$ cat config.mk
export PLATFORM = sky130hd
export DESIGN_NAME = multicycle_control_flat
export DESIGN_NICKNAME = d
export VERILOG_FILES = /design/src/rtl/mips_ctrl_pkg.sv /design/src/rtl/multicycle_control_if.sv /design/src/rtl/multicycle_control.sv /design/src/flat_wrapper.sv
export SDC_FILE = /design/constraint.sdc
export NUM_CORES = 1
export LEC_CHECK = 0
export ABC_CLOCK_PERIOD_IN_PS = 3000
export BUFFER_PORTS_ARGS = -buffer_cell sky130_fd_sc_hd__buf_2
export CAP_MARGIN = 20
export CORE_MARGIN = 2
export CORE_UTILIZATION = 30
export CTS_BUF_LIST = sky130_fd_sc_hd__clkbuf_4 sky130_fd_sc_hd__clkbuf_8
export CTS_CLUSTER_SIZE = 30
export DETAILED_ROUTE_END_ITERATION = 7
export PLACE_DENSITY = 0.61
export SLEW_MARGIN = 40
export SYNTH_ARGS = -nofsm -noshare
export SYNTH_HDL_FRONTEND = slang
export SYNTH_SLANG_ARGS = --single-unit
$ cat constraint.sdc
create_clock -name clk -period 3 [get_ports clk]
set_clock_uncertainty 0.15 [all_clocks]
set_input_delay 0.75 -clock clk [delete_from_list [all_inputs] [get_ports clk]]
set_output_delay 0.75 -clock clk [all_outputs]
set_load 0.02 [all_outputs]
$ cat src/rtl/mips_ctrl_pkg.sv
//----------------------------------------------------------------------------
// Module  : mips_ctrl_pkg
// Brief   : Shared encodings for the multicycle MIPS control path.
// Rev     : 1.0  initial release
//----------------------------------------------------------------------------
`default_nettype none

package mips_ctrl_pkg;

  typedef enum logic [3:0] {
    S_FETCH    = 4'd0,
    S_DECODE   = 4'd1,
    S_MEMADDR  = 4'd2,
    S_MEMREAD  = 4'd3,
    S_MEMWB    = 4'd4,
    S_MEMWRITE = 4'd5,
    S_EXEC     = 4'd6,
    S_RWB      = 4'd7,
    S_BRANCH   = 4'd8,
    S_JUMP     = 4'd9,
    S_ADDIEX   = 4'd10,
    S_ADDIWB   = 4'd11,
    S_JAL      = 4'd12
  } state_t;

  localparam logic [5:0] OP_RTYPE = 6'b000000;
  localparam logic [5:0] OP_LW    = 6'b100011;
  localparam logic [5:0] OP_SW    = 6'b101011;
  localparam logic [5:0] OP_BEQ   = 6'b000100;
  localparam logic [5:0] OP_BNE   = 6'b000101;
  localparam logic [5:0] OP_ADDI  = 6'b001000;
  localparam logic [5:0] OP_J     = 6'b000010;
  localparam logic [5:0] OP_JAL   = 6'b000011;

  // Shared with ALU_control; 2'b11 is reserved and never driven.
  localparam logic [1:0] ALUOP_ADD   = 2'b00;
  localparam logic [1:0] ALUOP_SUB   = 2'b01;
  localparam logic [1:0] ALUOP_FUNCT = 2'b10;

  localparam logic [1:0] REGDST_RT = 2'b00;
  localparam logic [1:0] REGDST_RD = 2'b01;
  localparam logic [1:0] REGDST_RA = 2'b10;

  localparam logic [1:0] MEMTOREG_ALUOUT = 2'b00;
  localparam logic [1:0] MEMTOREG_MDR    = 2'b01;
  localparam logic [1:0] MEMTOREG_PC     = 2'b10;

  localparam logic [1:0] ALUSRCB_B       = 2'b00;
  localparam logic [1:0] ALUSRCB_FOUR    = 2'b01;
  localparam logic [1:0] ALUSRCB_IMM     = 2'b10;
  localparam logic [1:0] ALUSRCB_IMM_SH2 = 2'b11;

  localparam logic [1:0] PCSRC_ALU    = 2'b00;
  localparam logic [1:0] PCSRC_ALUOUT = 2'b01;
  localparam logic [1:0] PCSRC_JUMP   = 2'b10;

endpackage

`default_nettype wire

$ cat src/rtl/multicycle_control_if.sv
//----------------------------------------------------------------------------
// Module  : multicycle_control_if
// Brief   : Control bundle between the main FSM (master) and the datapath.
// Rev     : 1.0  initial release
//----------------------------------------------------------------------------
`default_nettype none

interface multicycle_control_if;

  logic [5:0] opcode;
  logic       zero;
  logic       mem_ready;

  logic       PCWrite;
  logic       IorD;
  logic       MemRead;
  logic       MemWrite;
  logic       IRWrite;
  logic       RegWrite;
  logic [1:0] RegDst;
  logic [1:0] MemtoReg;
  logic       ALUSrcA;
  logic [1:0] ALUSrcB;
  logic [1:0] ALUOp;
  logic [1:0] PCSource;
  logic       instr_done;
  logic       illegal_op;
  logic [3:0] state;

  modport master (
    input  opcode, zero, mem_ready,
    output PCWrite, IorD, MemRead, MemWrite, IRWrite, RegWrite, RegDst,
           MemtoReg, ALUSrcA, ALUSrcB, ALUOp, PCSource, instr_done,
           illegal_op, state
  );

  modport slave (
    output opcode, zero, mem_ready,
    input  PCWrite, IorD, MemRead, MemWrite, IRWrite, RegWrite, RegDst,
           MemtoReg, ALUSrcA, ALUSrcB, ALUOp, PCSource, instr_done,
           illegal_op, state
  );

endinterface

`default_nettype wire

$ cat src/rtl/multicycle_control.sv
//----------------------------------------------------------------------------
// Module  : multicycle_control
// Brief   : Main control FSM of the multicycle MIPS core.
// Rev     : 1.0  initial release
//----------------------------------------------------------------------------
`default_nettype none

module multicycle_control
  import mips_ctrl_pkg::*;
(
  input  logic                        clk,
  input  logic                        rst,
  multicycle_control_if.master        bus
);

  state_t     r_state;
  state_t     w_next_state;

  logic       w_pc_write;
  logic       w_iord;
  logic       w_mem_read;
  logic       w_mem_write;
  logic       w_ir_write;
  logic       w_reg_write;
  logic [1:0] w_reg_dst;
  logic [1:0] w_mem_to_reg;
  logic       w_alu_src_a;
  logic [1:0] w_alu_src_b;
  logic [1:0] w_alu_op;
  logic [1:0] w_pc_source;
  logic       w_instr_done;
  logic       w_illegal_op;

  always_ff @(posedge clk or posedge rst) begin
    if (rst) begin
      r_state <= S_FETCH;
    end else begin
      r_state <= w_next_state;
    end
  end

  always_comb begin
    w_next_state = S_FETCH;
    case (r_state)
      S_FETCH:    w_next_state = bus.mem_ready ? S_DECODE : S_FETCH;
      S_DECODE: begin
        case (bus.opcode)
          OP_LW, OP_SW:    w_next_state = S_MEMADDR;
          OP_RTYPE:        w_next_state = S_EXEC;
          OP_BEQ, OP_BNE:  w_next_state = S_BRANCH;
          OP_ADDI:         w_next_state = S_ADDIEX;
          OP_J:            w_next_state = S_JUMP;
          OP_JAL:          w_next_state = S_JAL;
          default:         w_next_state = S_FETCH;
        endcase
      end
      S_MEMADDR:  w_next_state = (bus.opcode == OP_LW) ? S_MEMREAD : S_MEMWRITE;
      S_MEMREAD:  w_next_state = bus.mem_ready ? S_MEMWB : S_MEMREAD;
      S_MEMWRITE: w_next_state = bus.mem_ready ? S_FETCH : S_MEMWRITE;
      S_EXEC:     w_next_state = S_RWB;
      S_ADDIEX:   w_next_state = S_ADDIWB;
      default:    w_next_state = S_FETCH;
    endcase
  end

  always_comb begin
    w_pc_write   = 1'b0;
    w_iord       = 1'b0;
    w_mem_read   = 1'b0;
    w_mem_write  = 1'b0;
    w_ir_write   = 1'b0;
    w_reg_write  = 1'b0;
    w_reg_dst    = REGDST_RT;
    w_mem_to_reg = MEMTOREG_ALUOUT;
    w_alu_src_a  = 1'b0;
    w_alu_src_b  = ALUSRCB_B;
    w_alu_op     = ALUOP_ADD;
    w_pc_source  = PCSRC_ALU;
    w_instr_done = 1'b0;
    w_illegal_op = 1'b0;
    case (r_state)
      S_FETCH: begin
        w_mem_read  = 1'b1;
        w_alu_src_b = ALUSRCB_FOUR;
        w_pc_source = PCSRC_ALU;
        w_ir_write  = bus.mem_ready;
        w_pc_write  = bus.mem_ready;
      end
      S_DECODE: begin
        w_alu_src_b = ALUSRCB_IMM_SH2;
        case (bus.opcode)
          OP_RTYPE, OP_LW, OP_SW, OP_BEQ, OP_BNE, OP_ADDI, OP_J, OP_JAL: ;
          default: begin
            w_illegal_op = 1'b1;
            w_instr_done = 1'b1;
          end
        endcase
      end
      S_MEMADDR, S_ADDIEX: begin
        w_alu_src_a = 1'b1;
        w_alu_src_b = ALUSRCB_IMM;
      end
      S_MEMREAD: begin
        w_iord     = 1'b1;
        w_mem_read = 1'b1;
      end
      S_MEMWB: begin
        w_reg_write  = 1'b1;
        w_mem_to_reg = MEMTOREG_MDR;
        w_instr_done = 1'b1;
      end
      S_MEMWRITE: begin
        w_iord       = 1'b1;
        w_mem_write  = 1'b1;
        w_instr_done = bus.mem_ready;
      end
      S_EXEC: begin
        w_alu_src_a = 1'b1;
        w_alu_op    = ALUOP_FUNCT;
      end
      S_RWB: begin
        w_reg_write  = 1'b1;
        w_reg_dst    = REGDST_RD;
        w_instr_done = 1'b1;
      end
      S_BRANCH: begin
        // opcode[0] distinguishes bne from beq and inverts the taken sense.
        w_alu_src_a  = 1'b1;
        w_alu_op     = ALUOP_SUB;
        w_pc_source  = PCSRC_ALUOUT;
        w_pc_write   = bus.zero ^ bus.opcode[0];
        w_instr_done = 1'b1;
      end
      S_ADDIWB: begin
        w_reg_write  = 1'b1;
        w_instr_done = 1'b1;
      end
      S_JUMP: begin
        w_pc_source  = PCSRC_JUMP;
        w_pc_write   = 1'b1;
        w_instr_done = 1'b1;
      end
      S_JAL: begin
        w_pc_source  = PCSRC_JUMP;
        w_pc_write   = 1'b1;
        w_reg_write  = 1'b1;
        w_reg_dst    = REGDST_RA;
        w_mem_to_reg = MEMTOREG_PC;
        w_instr_done = 1'b1;
      end
      default: ;
    endcase
    // Write enables and pulses are masked for the whole reset window.
    if (rst) begin
      w_pc_write   = 1'b0;
      w_ir_write   = 1'b0;
      w_reg_write  = 1'b0;
      w_mem_write  = 1'b0;
      w_instr_done = 1'b0;
      w_illegal_op = 1'b0;
    end
  end

  assign bus.PCWrite    = w_pc_write;
  assign bus.IorD       = w_iord;
  assign bus.MemRead    = w_mem_read;
  assign bus.MemWrite   = w_mem_write;
  assign bus.IRWrite    = w_ir_write;
  assign bus.RegWrite   = w_reg_write;
  assign bus.RegDst     = w_reg_dst;
  assign bus.MemtoReg   = w_mem_to_reg;
  assign bus.ALUSrcA    = w_alu_src_a;
  assign bus.ALUSrcB    = w_alu_src_b;
  assign bus.ALUOp      = w_alu_op;
  assign bus.PCSource   = w_pc_source;
  assign bus.instr_done = w_instr_done;
  assign bus.illegal_op = w_illegal_op;
  assign bus.state      = r_state;

endmodule

`default_nettype wire

$ cat src/flat_wrapper.sv
// flat-port wrapper written by rule: the top's interface ports become plain ports
module multicycle_control_flat import mips_ctrl_pkg::*;
  (clk, rst, bus_opcode, bus_zero, bus_mem_ready, bus_PCWrite, bus_IorD, bus_MemRead, bus_MemWrite, bus_IRWrite, bus_RegWrite, bus_RegDst, bus_MemtoReg, bus_ALUSrcA, bus_ALUSrcB, bus_ALUOp, bus_PCSource, bus_instr_done, bus_illegal_op, bus_state);
  multicycle_control_if bus_i ();
  input  logic clk;
  input  logic rst;
  input wire logic [$bits(bus_i.opcode)-1:0] bus_opcode;
  input wire logic [$bits(bus_i.zero)-1:0] bus_zero;
  input wire logic [$bits(bus_i.mem_ready)-1:0] bus_mem_ready;
  output wire logic [$bits(bus_i.PCWrite)-1:0] bus_PCWrite;
  output wire logic [$bits(bus_i.IorD)-1:0] bus_IorD;
  output wire logic [$bits(bus_i.MemRead)-1:0] bus_MemRead;
  output wire logic [$bits(bus_i.MemWrite)-1:0] bus_MemWrite;
  output wire logic [$bits(bus_i.IRWrite)-1:0] bus_IRWrite;
  output wire logic [$bits(bus_i.RegWrite)-1:0] bus_RegWrite;
  output wire logic [$bits(bus_i.RegDst)-1:0] bus_RegDst;
  output wire logic [$bits(bus_i.MemtoReg)-1:0] bus_MemtoReg;
  output wire logic [$bits(bus_i.ALUSrcA)-1:0] bus_ALUSrcA;
  output wire logic [$bits(bus_i.ALUSrcB)-1:0] bus_ALUSrcB;
  output wire logic [$bits(bus_i.ALUOp)-1:0] bus_ALUOp;
  output wire logic [$bits(bus_i.PCSource)-1:0] bus_PCSource;
  output wire logic [$bits(bus_i.instr_done)-1:0] bus_instr_done;
  output wire logic [$bits(bus_i.illegal_op)-1:0] bus_illegal_op;
  output wire logic [$bits(bus_i.state)-1:0] bus_state;
  assign bus_i.opcode = bus_opcode;
  assign bus_i.zero = bus_zero;
  assign bus_i.mem_ready = bus_mem_ready;
  assign bus_PCWrite = bus_i.PCWrite;
  assign bus_IorD = bus_i.IorD;
  assign bus_MemRead = bus_i.MemRead;
  assign bus_MemWrite = bus_i.MemWrite;
  assign bus_IRWrite = bus_i.IRWrite;
  assign bus_RegWrite = bus_i.RegWrite;
  assign bus_RegDst = bus_i.RegDst;
  assign bus_MemtoReg = bus_i.MemtoReg;
  assign bus_ALUSrcA = bus_i.ALUSrcA;
  assign bus_ALUSrcB = bus_i.ALUSrcB;
  assign bus_ALUOp = bus_i.ALUOp;
  assign bus_PCSource = bus_i.PCSource;
  assign bus_instr_done = bus_i.instr_done;
  assign bus_illegal_op = bus_i.illegal_op;
  assign bus_state = bus_i.state;
  multicycle_control u_core (.clk(clk), .rst(rst), .bus(bus_i));
endmodule
==> results.json, run 1 <==
{
  "grt.total_usage_pct": 14.98,
  "clk_latency_ps": 240,
  "place_hpwl_um": 1415,
  "clockRootBuffer": "clkbuf_4",
  "slowest_delay_ps": 420,
  "crit_arrival_ps": 1930,
  "start_util_pct": 30.91,
  "async_reset_ff_share_pct": 100.0,
  "leakage_nw": 0.3871,
  "cts.sinks": 4,
  "cpLargestDelayFamily": "simple AND/OR/NAND/NOR gates",
  "avgSynthCellArea_um2": 6.640,
  "numCtsBuffers": 3,
  "finalHoldViolCount": 0,
  "end_kind": "output port",
  "p_comb_share_pct": 65.6,
  "fp.dieH_um": 51.28,
  "viasPerCell": 5.201,
  "cts_tree": "yes",
  "place_area_um2": 817.0,
  "drt_iter0_drc": 13,
  "rsz0062_at_grt": "false",
  "grt_max_degree": 20,
  "routed_wl_um": 1818,
  "insertedDiodeCount": 0,
  "maxSlewHeadroom_pct": 65.92,
  "cts_buffer_depth": 2,
  "status": "finished clean",
  "core_area_um2": 2170,
  "pwr-share-clk_pct": 13.0,
  "synth-edff-count": 0,
  "fin_area_um2": 839.6,
  "min_period_ps": 2827,
  "ys_types": 40,
  "cell_internal_pwr_w": 0.0002481,
  "pwr-share-seq_pct": 21.5,
  "power_switching_w": 0.0002680,
  "synth_top_area_share_pct": 14.93,
  "cp_slowest_cell": "or3_1",
  "fmax_mhz": 353.8,
  "rows": 17,
  "synthTopCellsByCount": "nor2_1 (14), a21oi_1 (10), nand2_1 (7), nand2b_1 (7)",
  "power.share.switching_pct": 51.93,
  "seq_area_frac_synth_pct": 14.93,
  "worst_hold_slack_ps": 308.4,
  "hp-class": "in -> async",
  "antenna_found_initial": 0,
  "fin_setup_tns_ps": 0,
  "cts_resized": 0,
  "finalSetupViolations": 0,
  "yosys_warnings": 0,
  "cts_setup_buffers": 0,
  "yosys.cell_count.top_type": "nor2_1",
  "worst-path-buf-inv": 2,
  "ant_nets": 0,
  "pin_count": 33,
  "ys_top_cells_by_area": "dfrtp_1 (15%), nor2_1 (7.8%), a21oi_1 (7.5%)",
  "r2r_setup_slack_ps": 1110,
  "grt_pass1_vias": 698,
  "crit_chain": "buf_2, or3_1, nor3b_1, nor3_1, o21a_1, buf_2",
  "clkTransAtPathRegs_ps": 40,
  "total_power_w": 0.0005160,
  "crit_type": "in -> out",
  "worstMarginPinSlew_ps": 511.2,
  "grt_pass1_wl_um": 3063,
  "cp_max_fo": 8,
  "layout.nets": 138,
  "ys_ff_latch": 4,
  "hold_buffers": 0,
  "firstDrtPassIters": 4,
  "ys.flop_type": "dfrtp_1",
  "startpoint_type": "input port",
  "cp.required_ps": 2100,
  "cp_common_cell": "buf_2",
  "drv_cap": 0,
  "io_buffer_count": 32,
  "drive_gt1_share_pct": 34.13,
  "dieArea_um2": 2630,
  "drv_slew": 0,
  "synth_fp_nets": 111,
  "wl_per_cell_um": 11.81,
  "largest_reg_flops": 4,
  "drc": 0,
  "overflow": 0,
  "place_congestion": 0.7538,
  "max-vdd-ir-drop_mv": 0.2188,
  "power.density_nw_per_um2": 614.6,
  "synth_top_area_cell": "dfrtp_1",
  "synthCells": 101,
  "final.period_utilization_pct": 94.22,
  "syn_area_um2": 670.6,
  "vias": 801,
  "synthToLayoutAreaGrowth_pct": 25.19,
  "die_w_um": 51.28,
  "cts.htree.levels": 1
}
==> per-layer routing <==
| layer | up-vias | global-route usage (%) | share of wire [%] |
|---|---|---|---|
| met2 | 29 | 25.54 | 44 |
| met4 | 0 | 6.579 | 1.2 |
| li1 | 412 | - | - |
| met3 | 2 | 2.047 | 6.4 |
| met1 | 358 | 18.68 | 48 |
| met5 | - | 0 | 0 |
==> path summary, 6_finish.rpt <==
path                                startpoint             endpoint  cells past startpoint
max                              bus_opcode[1]       bus_illegal_op                      6
min                                        rst  u_core.bus.state[2]                      2
max reg2reg                u_core.bus.state[0]  u_core.bus.state[0]                      4
min reg2reg                u_core.bus.state[3]  u_core.bus.state[0]                      1
max in group asynchronous                  rst  u_core.bus.state[0]                      2
min in group clk           u_core.bus.state[3]  u_core.bus.state[0]                      1
==> final cells by class <==
cell class	count	area [µm²]
multi-input combinational	84	506.7
tap	28	35.03
inverter	2	7.507
timing repair buffer	33	167.7
clock buffer	3	22.52
fill	253	1330
sequential	4	100.1
==> logic make-up (layout without fill, tap and decap cells) <==
| kind of cell | count (synthesis) | after routing | synth area share [%] |
|---|---|---|---|
| AND/OR/NAND/NOR | 55 | 55 | 45.34 |
| flip-flops | 4 | 4 | 14.93 |
| AO/OA/AOI/OAI | 25 | 25 | 25.00 |
| XOR/XNOR | 4 | 4 | 5.225 |
| buffers and inverters | 13 | 38 | 9.515 |
==> cell usage in the layout, fill, tap and decap left out, drive strengths merged, types with 2 or more instances in the layout <==
cell,n
o21ai,2
xnor2,2
nor2,14
a31oi,2
buf,33
xor2,2
nor3b,4
or3,2
nand2b,7
clkbuf,3
inv,2
nand3,3
dfrtp,4
nand2,7
a21oi,10
nor3,5
nand3b,2
or2,3
or3b,3
==> per-stage QoR <==
step	cells	utilization, %	worst slack [ps]
2_1_floorplan	101	-	300.1
3_3_place_gp	151	37.66	198.3
3_5_place_dp	151	37.66	167.0
4_1_cts	154	38.70	168.3
5_1_grt	154	38.70	59.66
6_report	154	38.70	173.3
==> power by group through the flow <==
stage	clock network, W	registers [W]	logic [W]
after floorplan	0	0.0000907	0.000273
after global placement	0	0.000109	0.000335
after detailed placement	0	0.000110	0.000340
after CTS	0.0000704	0.000109	0.000341
after global routing	0.0000751	0.000117	0.000375
final	0.0000669	0.000111	0.000338
Note: power is estimated with default switching activity, not from simulation.
==> run 2, diff against run 1 <==
--- a/config.mk
+++ b/config.mk
@@ -9,12 +9,13 @@
 export BUFFER_PORTS_ARGS = -buffer_cell sky130_fd_sc_hd__buf_2
 export CAP_MARGIN = 20
 export CORE_MARGIN = 2
-export CORE_UTILIZATION = 30
+export CORE_UTILIZATION = 50
 export CTS_BUF_LIST = sky130_fd_sc_hd__clkbuf_4 sky130_fd_sc_hd__clkbuf_8
 export CTS_CLUSTER_SIZE = 30
 export DETAILED_ROUTE_END_ITERATION = 7
-export PLACE_DENSITY = 0.61
+export PLACE_DENSITY = 0.91
 export SLEW_MARGIN = 40
 export SYNTH_ARGS = -nofsm -noshare
 export SYNTH_HDL_FRONTEND = slang
 export SYNTH_SLANG_ARGS = --single-unit
+export TNS_END_PERCENT = 30
==> results.json, run 2 (same netlist as run 1, synthesis figures left out) <==
{
  "cts_buffer_depth": 2,
  "place_area_um2": 800.8,
  "cts_resized": 0,
  "drc": 0,
  "routed_wl_um": 1597,
  "vias": 788,
  "ant_nets": 0,
  "crit_type": "in -> out",
  "drive_gt1_share_pct": 34.13,
  "clkTransAtPathRegs_ps": 40,
  "cts.htree.levels": 1,
  "io_buffer_count": 32,
  "cts_setup_buffers": 0,
  "layout.nets": 138,
  "grt_pass1_vias": 564,
  "cp.required_ps": 2100,
  "antenna_found_initial": 0,
  "dieArea_um2": 1650,
  "synthToLayoutAreaGrowth_pct": 22.76,
  "cp_common_cell": "buf_2",
  "crit_chain": "buf_2, or3_1, nor3b_1, nor3_1, o21a_1, buf_2",
  "pin_count": 33,
  "status": "finished clean",
  "place_hpwl_um": 1251,
  "crit_arrival_ps": 1950,
  "grt_pass1_wl_um": 2332,
  "fmax_mhz": 350.8,
  "viasPerCell": 5.589,
  "maxSlewHeadroom_pct": 66.84,
  "drt_iter0_drc": 19,
  "cts_tree": "yes",
  "place_ws_ps": 149.5,
  "fin_setup_tns_ps": 0,
  "finalSetupViolations": 0,
  "worst_slack_ps": 149.3,
  "fin_util_pct": 64.89,
  "end_kind": "output port",
  "final_cell_mix": "buf_2 (32), nor2_1 (14), a21oi_1 (10)",
  "power.density_nw_per_um2": 624.2,
  "firstDrtPassIters": 4,
  "min_period_ps": 2851,
  "grt_max_degree": 20,
  "place_congestion": 0.8098,
  "clockRootBuffer": "clkbuf_4",
  "cts.sinks": 4,
  "grt.total_usage_pct": 21.43,
  "final.period_utilization_pct": 95.02,
  "fin_area_um2": 823.3,
  "wl_per_cell_um": 11.33,
  "insertedDiodeCount": 0,
  "layout_commonest_cell": "buf_2",
  "largest_reg_flops": 4,
  "hold_buffers": 0,
  "clk_latency_ps": 250,
  "start_util_pct": 52.86,
  "startpoint_type": "input port",
  "hp-class": "in -> async",
  "drv_slew": 0,
  "fp.dieH_um": 40.63,
  "cp_max_fo": 8,
  "core_area_um2": 1269,
  "cp_slowest_cell": "or3_1",
  "numCtsBuffers": 3,
  "finalHoldViolCount": 0,
  "worstMarginPinSlew_ps": 497.5,
  "rows": 13,
  "leakage_nw": 0.3871,
  "total_power_w": 0.0005139,
  "slowest_delay_ps": 420,
  "max-vdd-ir-drop_mv": 0.3330,
  "overflow": 0,
  "drv_cap": 0,
  "die_w_um": 40.63,
  "rsz0062_at_grt": "false"
}
-- run 2: cell counts in the layout (fill, tap and decap cells not counted) --
No cell type changed its count.
-- run 2: worst max-delay path, delay by kind of cell --
family / cells / cell delay, ps
compound gates: 1 / 170
simple gates: 3 / 730
buf+inv: 2 / 300
-- run 2: layer usage --
layer / routed length, µm / GRT usage, % / up-vias
met5: 0 / 0 / -
li1: - / - / 414
met2: 755 / 37.70 / 27
met4: 12 / 10.00 / 0
met1: 735 / 25.17 / 345
met3: 93 / 3.261 / 2
-- run 2: power by group --
part / total, W / switching [W] / internal (W) / leakage [nW]
registers: 0.000107 / 0.0000413 / 0.0000653 / 0.0538
clock network: 0.0000701 / 0.0000252 / 0.0000449 / 0.0138
logic: 0.000337 / 0.000199 / 0.000138 / 0.320
-- run 2: cell type report --
| class | instances | area (µm²) |
|---|---|---|
| Multi-Input combinational cell | 84 | 506.7 |
| Fill cell | 123 | 445.4 |
| Timing Repair Buffer | 33 | 167.7 |
| Sequential cell | 4 | 100.1 |
| Clock buffer | 3 | 22.52 |
| Tap cell | 15 | 18.77 |
| Inverter | 2 | 7.507 |
-- run 2: path summary, 6_finish.rpt --
check | from | endpoint | slack [ps] | cells past startpoint
worst max-delay path | bus_opcode[1] | bus_illegal_op | 150 | 6
worst max register to register | u_core.bus.state[0] | u_core.bus.state[0] | 1110 | 4
max in group asynchronous | rst | u_core.bus.state[0] | 2220 | 2
worst min-delay path | rst | u_core.bus.state[1] | 300 | 2
min in group clk | u_core.bus.state[3] | u_core.bus.state[0] | 670 | 1
worst min register to register | u_core.bus.state[3] | u_core.bus.state[0] | 670 | 1
-- run 2: stage by stage --
step | cells | hold slack [ps]
finish | 141 | 297.8
global route | 141 | 311.2
CTS | 141 | 308.2
detailed placement | 138 | 556.9
global placement | 138 | 552.7
floorplan | 101 | 374.1
==> run 3, diff against run 2 <==
--- a/config.mk
+++ b/config.mk
@@ -9,11 +9,10 @@
 export BUFFER_PORTS_ARGS = -buffer_cell sky130_fd_sc_hd__buf_2
 export CAP_MARGIN = 20
 export CORE_MARGIN = 2
-export CORE_UTILIZATION = 50
-export CTS_BUF_LIST = sky130_fd_sc_hd__clkbuf_4 sky130_fd_sc_hd__clkbuf_8
+export CORE_UTILIZATION = 48
 export CTS_CLUSTER_SIZE = 30
 export DETAILED_ROUTE_END_ITERATION = 7
-export PLACE_DENSITY = 0.91
+export PLACE_DENSITY = 0.88
 export SLEW_MARGIN = 40
 export SYNTH_ARGS = -nofsm -noshare
 export SYNTH_HDL_FRONTEND = slang
==> results.json, run 3 (same netlist as run 1, synthesis figures left out) <==
{
  "start_util_pct": 51.54,
  "largest_reg_flops": 4,
  "worstMarginPinSlew_ps": 488.9,
  "met1_usage_pct": 26.05,
  "leakage_nw": 0.3871,
  "total_power_w": 0.0005215,
  "dieArea_um2": 1712,
  "power.density_nw_per_um2": 633.5,
  "layout_commonest_cell": "buf_2",
  "cpLargestDelayFamily": "simple AND/OR/NAND/NOR gates",
  "max-vdd-ir-drop_mv": 0.3075,
  "fmax_mhz": 351.7,
  "met2_usage_pct": 39.45,
  "io_buffer_count": 32,
  "final_cell_mix": "buf_2 (32), nor2_1 (14), a21oi_1 (10)",
  "fin_area_um2": 823.3,
  "hp-class": "in -> async",
  "drive_gt1_share_pct": 34.13,
  "layout.nets": 138,
  "place_hpwl_um": 1325,
  "cp_max_fo": 8,
  "cts_setup_buffers": 0,
  "vias": 797,
  "numCtsBuffers": 3,
  "slowest_delay_ps": 420,
  "drt_iter0_drc": 26,
  "place_congestion": 0.7975,
  "clockRootBuffer": "clkbuf_4",
  "rsz0062_at_grt": "false",
  "cts_resized": 0,
  "cts.htree.levels": 1,
  "maxSlewHeadroom_pct": 67.41,
  "insertedDiodeCount": 0,
  "clk_latency_ps": 250,
  "core_area_um2": 1301,
  "grt.total_usage_pct": 22.48,
  "cts_buffer_depth": 2,
  "rows": 13,
  "cp_common_cell": "buf_2",
  "firstDrtPassIters": 4,
  "worst_hold_slack_ps": 290.5,
  "ant_nets": 0,
  "fp.dieH_um": 41.38,
  "drv_cap": 0,
  "grt_max_degree": 20,
  "place_area_um2": 800.8,
  "crit_arrival_ps": 1940,
  "pin_count": 33,
  "min_period_ps": 2843,
  "finalHoldViolCount": 0,
  "viasPerCell": 5.652,
  "crit_type": "in -> out",
  "grt_busiest_layer": "met2",
  "drv_slew": 0,
  "multi_input_area_um2": 506.7,
  "status": "finished clean",
  "end_kind": "output port",
  "grt_pass1_wl_um": 2463,
  "drc": 0,
  "gr-usage-met3_pct": 1.596,
  "grt_pass1_vias": 588,
  "routed_wl_um": 1762,
  "crit_chain": "buf_2, or3_1, nor3b_1, nor3_1, o21a_1, buf_2",
  "cts.sinks": 4,
  "die_w_um": 41.38,
  "cts_tree": "yes",
  "fillers": 134,
  "fin_setup_tns_ps": 0,
  "overflow": 0,
  "synthToLayoutAreaGrowth_pct": 22.76,
  "final.period_utilization_pct": 94.78,
  "cp_slowest_cell": "or3_1",
  "hold_buffers": 0,
  "cp.required_ps": 2100,
  "regArea_um2": 100.1,
  "clkTransAtPathRegs_ps": 40,
  "antenna_found_initial": 0,
  "worst-path-buf-inv": 2,
  "finalSetupViolations": 0,
  "wl_per_cell_um": 12.50,
  "startpoint_type": "input port"
}
## run 3: worst paths after layout
check	start	endpoint	slack [ps]	cells past startpoint
min	rst	u_core.bus.state[2]	290	2
min reg2reg	u_core.bus.state[3]	u_core.bus.state[0]	680	1
min in group clk	u_core.bus.state[3]	u_core.bus.state[0]	680	1
max reg2reg	u_core.bus.state[0]	u_core.bus.state[0]	1130	4
max	bus_opcode[1]	bus_illegal_op	160	6
max in group asynchronous	rst	u_core.bus.state[3]	2230	2
## run 3: stage by stage
stage / util (%) / instances / setup WS [ps]
after floorplan: - / 101 / 300.1
after global placement: 61.54 / 138 / 206.7
after detailed placement: 61.54 / 138 / 159.5
after CTS: 63.27 / 141 / 151.6
after global routing: 63.27 / 141 / 42.11
final: 63.27 / 141 / 156.7
## run 3: worst register-to-register path: stages, from the launching register on
cell and delay [ps]:
dfrtp_1 640, and2b_1 260, nand2_1 120, or3_2 440, o221ai_1 180
## run 3: layout make-up
cell class | count | area share (%)
multi-input combinational | 84 | 61.55
inverter | 2 | 0.9119
sequential | 4 | 12.16
timing repair buffer | 33 | 20.36
tap | 15 | 2.280
clock buffer | 3 | 2.736
## run 3: power by group
part | total, W | switching, W | leakage (nW) | internal [W]
Clock | 0.0000735 | 0.0000284 | 0.0138 | 0.0000452
Sequential | 0.000107 | 0.0000413 | 0.0538 | 0.0000653
Combinational | 0.000341 | 0.000203 | 0.320 | 0.000138
Total | 0.000522 | 0.000273 | 0.387 | 0.000249
## run 3: routing by layer
metal / part of all wire (%) / vias to the layer above
met5: 0 / -
met4: 1.6 / 0
met3: 5.7 / 3
met2: 48 / 31
met1: 45 / 353
li1: - / 410
